--- src/rtl/full_adder_cell_slice.sv ---
// -----------------------------------------------------------------------------
// fa_slice: single-bit combinational full adder.
//
// Ports:
//   cout - carry-out, majority of (a, b, cin)
//   sum  - sum bit, a ^ b ^ cin
//   a    - addend bit
//   b    - addend bit
//   cin  - carry-in bit
// -----------------------------------------------------------------------------
module fa_slice (
  output logic cout,
  output logic sum,
  input  logic a,
  input  logic b,
  input  logic cin
);

  assign sum  = a ^ b ^ cin;
  // Carry is set whenever at least two of the three inputs are set.
  assign cout = (a & b) | (a & cin) | (b & cin);

endmodule

--- src/rtl/full_adder_cell.sv ---
// -----------------------------------------------------------------------------
// full_adder_cell: bank of WIDTH independent 1-bit full adders with an
// optional one-cycle registered copy of the results.
//
// Slices never interact; a parent that wants a ripple adder chains cout of
// one instance into cin of the next. With WIDTH=1 the combinational ports
// are a drop-in for the classic (cout, sum, a, b, cin) cell.
//
// Ports:
//   clk       - rising-edge clock for the registered stage
//   rst       - synchronous active-high reset of the registered stage
//   cout      - combinational carry-out per slice   [WIDTH]
//   sum       - combinational sum per slice         [WIDTH]
//   a, b      - addend bits per slice               [WIDTH]
//   cin       - carry-in per slice                  [WIDTH]
//   in_valid  - capture strobe for the registered stage
//   sum_q     - registered sum                      [WIDTH]
//   cout_q    - registered carry-out                [WIDTH]
//   out_valid - high for one cycle after each capture
// -----------------------------------------------------------------------------
module full_adder_cell #(
  parameter int WIDTH = 1
) (
  input  logic             clk,
  input  logic             rst,
  output logic [WIDTH-1:0] cout,
  output logic [WIDTH-1:0] sum,
  input  logic [WIDTH-1:0] a,
  input  logic [WIDTH-1:0] b,
  input  logic [WIDTH-1:0] cin,
  input  logic             in_valid,
  output logic [WIDTH-1:0] sum_q,
  output logic [WIDTH-1:0] cout_q,
  output logic             out_valid
);

  logic [WIDTH-1:0] sum_d;
  logic [WIDTH-1:0] cout_d;
  logic             valid_d;

  // One independent full adder per bit position.
  for (genvar gi = 0; gi < WIDTH; gi++) begin : g_slice
    fa_slice u_fa (
      .cout (cout[gi]),
      .sum  (sum[gi]),
      .a    (a[gi]),
      .b    (b[gi]),
      .cin  (cin[gi])
    );
  end

  // Next-state for the registered stage: capture on in_valid, otherwise hold
  // data and drop the valid flag so it only marks freshly captured results.
  always_comb begin
    sum_d   = sum_q;
    cout_d  = cout_q;
    valid_d = 1'b0;
    if (in_valid) begin
      sum_d   = sum;
      cout_d  = cout;
      valid_d = 1'b1;
    end else begin
      sum_d   = sum_q;
      cout_d  = cout_q;
      valid_d = 1'b0;
    end
  end

  // Registered stage; reset wins over a simultaneous capture.
  always_ff @(posedge clk) begin
    if (rst) begin
      sum_q     <= {WIDTH{1'b0}};
      cout_q    <= {WIDTH{1'b0}};
      out_valid <= 1'b0;
    end else begin
      sum_q     <= sum_d;
      cout_q    <= cout_d;
      out_valid <= valid_d;
    end
  end

endmodule

--- config.mk ---
export PLATFORM = sky130hd
export DESIGN_NAME = full_adder_cell
export DESIGN_NICKNAME = d
export VERILOG_FILES = /design/src/rtl/full_adder_cell_slice.sv /design/src/rtl/full_adder_cell.sv
export SDC_FILE = /design/constraint.sdc
export NUM_CORES = 1
export LEC_CHECK = 0
export CORE_AREA = 2 2 39 41
export CTS_BUF_LIST = sky130_fd_sc_hd__clkbuf_4 sky130_fd_sc_hd__clkbuf_8
export DETAILED_ROUTE_END_ITERATION = 10
export DIE_AREA = 0 0 41 43
export GPL_ROUTABILITY_DRIVEN = 0
export PLACE_DENSITY = 0.39
export SETUP_SLACK_MARGIN = 0.3
export SYNTH_ARGS = -nofsm -noshare
export SYNTH_HDL_FRONTEND = slang
export SYNTH_HIERARCHICAL = 1
export SYNTH_SLANG_ARGS = --single-unit
--- constraint.sdc ---
create_clock -name clk -period 2.5 [get_ports clk]
set_input_delay 0.75 -clock clk [delete_from_list [all_inputs] [get_ports clk]]
set_output_delay 0.75 -clock clk [all_outputs]
set_load 0.02 [all_outputs]
==> results_dict.tcl <==
set metrics [dict create \
    start_util_pct 8.23 \
    synth-xor-area-share_pct 0 \
    yosysMostFrequentCell "dfxtp_1" \
    period_needed_ns 2.29 \
    tightest_slew_ns 0.213 \
    ys.flop_type "dfxtp_1" \
    setup_violations 0 \
    final_nets 32 \
    synth.yosys.seq_area_share_pct 52.7 \
    synth_edf_count 0 \
    worst_skew_pair.late_latency_ns 0.23 \
    synthAdderAreaFrac_pct 17.6 \
    synth_warnings 6 \
    htreeDepth 1 \
    synth.distinct_cells 5 \
    arrival_ns 1.54 \
    core_um2 1380 \
    grt_pass1_vias 124 \
    grt_pass1_wl_um 565 \
    crit_type "in2out" \
    finalInstanceArea_um2 264 \
    clkSinkCount 3 \
    ys_ff_latch 3 \
    cellPowerDensity_nw_per_um2 736 \
    period_share_pct 91.7 \
    fin_cells 40 \
    fin_skew_ns 0 \
    min_path_type "reg2reg" \
    routed_wl_um 379 \
    io-pin-count 11 \
    synthCells 9 \
    place_inst 36 \
    numCtsBuffers 3 \
    finalMaxSlewViolations 0 \
    cts_tree "yes" \
    grt_max_degree 4 \
    via_per_inst 3.10 \
    ant_nets 0 \
    startpoint_type "input pin" \
    syn_area_um2 114 \
    cts_hold_buffers 0 \
    vdd.ir_drop.worst_uv 218 \
    synth.mux.area_fraction_pct 17.6 \
    antenna_found_initial 0 \
    first_pass_iters 2 \
    wl_per_cell_um 9.48 \
    synth-simple-area-share_pct 12.1 \
    portBuffers 10 \
    drtIter0Drc 6 \
    via_count 124 \
    rows 14 \
    syn_nets 16 \
    crit_fanout 2 \
    drc 0 \
    critical_path_required_ns 1.75 \
    fp.dieH_um 43 \
    drive_gt1_share_pct 45.8 \
    grt-ovfl-total 0 \
    p_leak_uw 0.000116 \
    synth_compound_area_share_pct 0 \
    syn_to_final_growth_pct 132 \
    synth_area_per_cell_um2 12.7 \
    relSlewSlack_pct 85.7 \
    tns_ns 0 \
    ys_top_cells_by_count "dfxtp_1 (3), mux2i_1 (2), nor2_1 (2)" \
    chipWidth_um 41 \
    hold_viol 0 \
    cts.clk_slew.worst_paths_ns 0.04 \
    synthTopCellsByArea "dfxtp_1 (53%), fa_1 (18%), mux2i_1 (18%)" \
    async_reset_ff_share_pct 0 \
    status "complete, no violations" \
    die_area_um2 1760 \
    rsz0062_at_grt "yes" \
    cts_root_buf "clkbuf_4" \
    synth_top_family_by_area "adder cells" \
    post_dp_cell_area_um2 241 \
    drv_cap 0 \
    grtUsageTotal_pct 5.84 \
    n_antenna_cell 0 \
    fmax_ghz 0.436 \
    synth.top_cell.area_share_pct 52.7 \
    synth_largest_area_cell "dfxtp_1" \
    endpoint_kind "output pin" \
    clock_path_buffers 2 \
]
-- worst max-delay path, cell delays in order --
cell and delay, ns:
buf_6 0.09, fa_2 0.58, buf_6 0.12
-- path summary, 6_finish.rpt --
path                       start             endpoint  slack, ns  cells past startpoint
max reg2reg  cout_q$_SDFFE_PP0P_  cout_q$_SDFFE_PP0P_       1.91                      2
min reg2reg   sum_q$_SDFFE_PP0P_   sum_q$_SDFFE_PP0P_       0.49                      2
max                          cin                  sum       0.21                      3
min           sum_q$_SDFFE_PP0P_   sum_q$_SDFFE_PP0P_       0.49                      2
-- cells by family (layout without fill, tap and decap cells) --
kind of cell               count (synthesis)  count (layout)
adders and majority gates                  1               1
buffers and inverters                      0              15
DFF                                        3               3
muxes                                      2               2
and+or+nand+nor                            3               3
-- layout make-up --
cell class	count	area, um2
Tap cell	16	20.0
Clock buffer	4	30.0
Fill cell	154	1120
Sequential cell	3	60.1
Timing Repair Buffer	11	97.6
Multi-Input combinational cell	6	56.3
-- flip-flops by register name (all words and copies together), names as in the netlist --
signal and count:
out_valid 1, sum_q 1, cout_q 1
-- what timing repair did --
action,4_1_cts,5_1_grt
pin swaps,1,0
endpoints found under the setup margin,2,1
gates cloned,0,0
resized for setup,25,0
setup buffers,0,0
-- power breakdown --
| part | total (uW) | switching, uW | internal (uW) |
|---|---|---|---|
| sequential | 53.3 | 1.62 | 51.6 |
| combinational | 43.6 | 19.5 | 24.0 |
| clock | 97.5 | 26.8 | 70.7 |
| total | 194 | 48.0 | 146 |
-- through the flow --
stage	hold slack (ns)	worst slack, ns	util, %	power, uW
3_3_place_gp	0.483	-0.613	17.5	96.9
2_1_floorplan	0.579	0.343	-	72.2
4_1_cts	0.502	0.211	19.1	199
6_report	0.493	0.207	19.1	194
5_1_grt	0.525	0.195	19.1	208
3_5_place_dp	0.493	-0.620	17.5	97.4
-- per-layer routing --
layer	track usage [%]	wire length [um]	part of all wire (%)
met5	0	0	0
met4	8.00	0	0
met3	5.24	69	18
met2	5.63	148	39
met1	5.84	160	42
-- placed cells by master, fill, tap and decap left out --
cell,count
nor2b_1,1
buf_4,2
buf_2,2
clkdlybuf4s50_1,5
buf_6,2
dfxtp_1,3
fa_2,1
mux2i_1,2
clkbuf_4,4
nor2_1,2
Note: power is estimated with default switching activity, not from simulation.
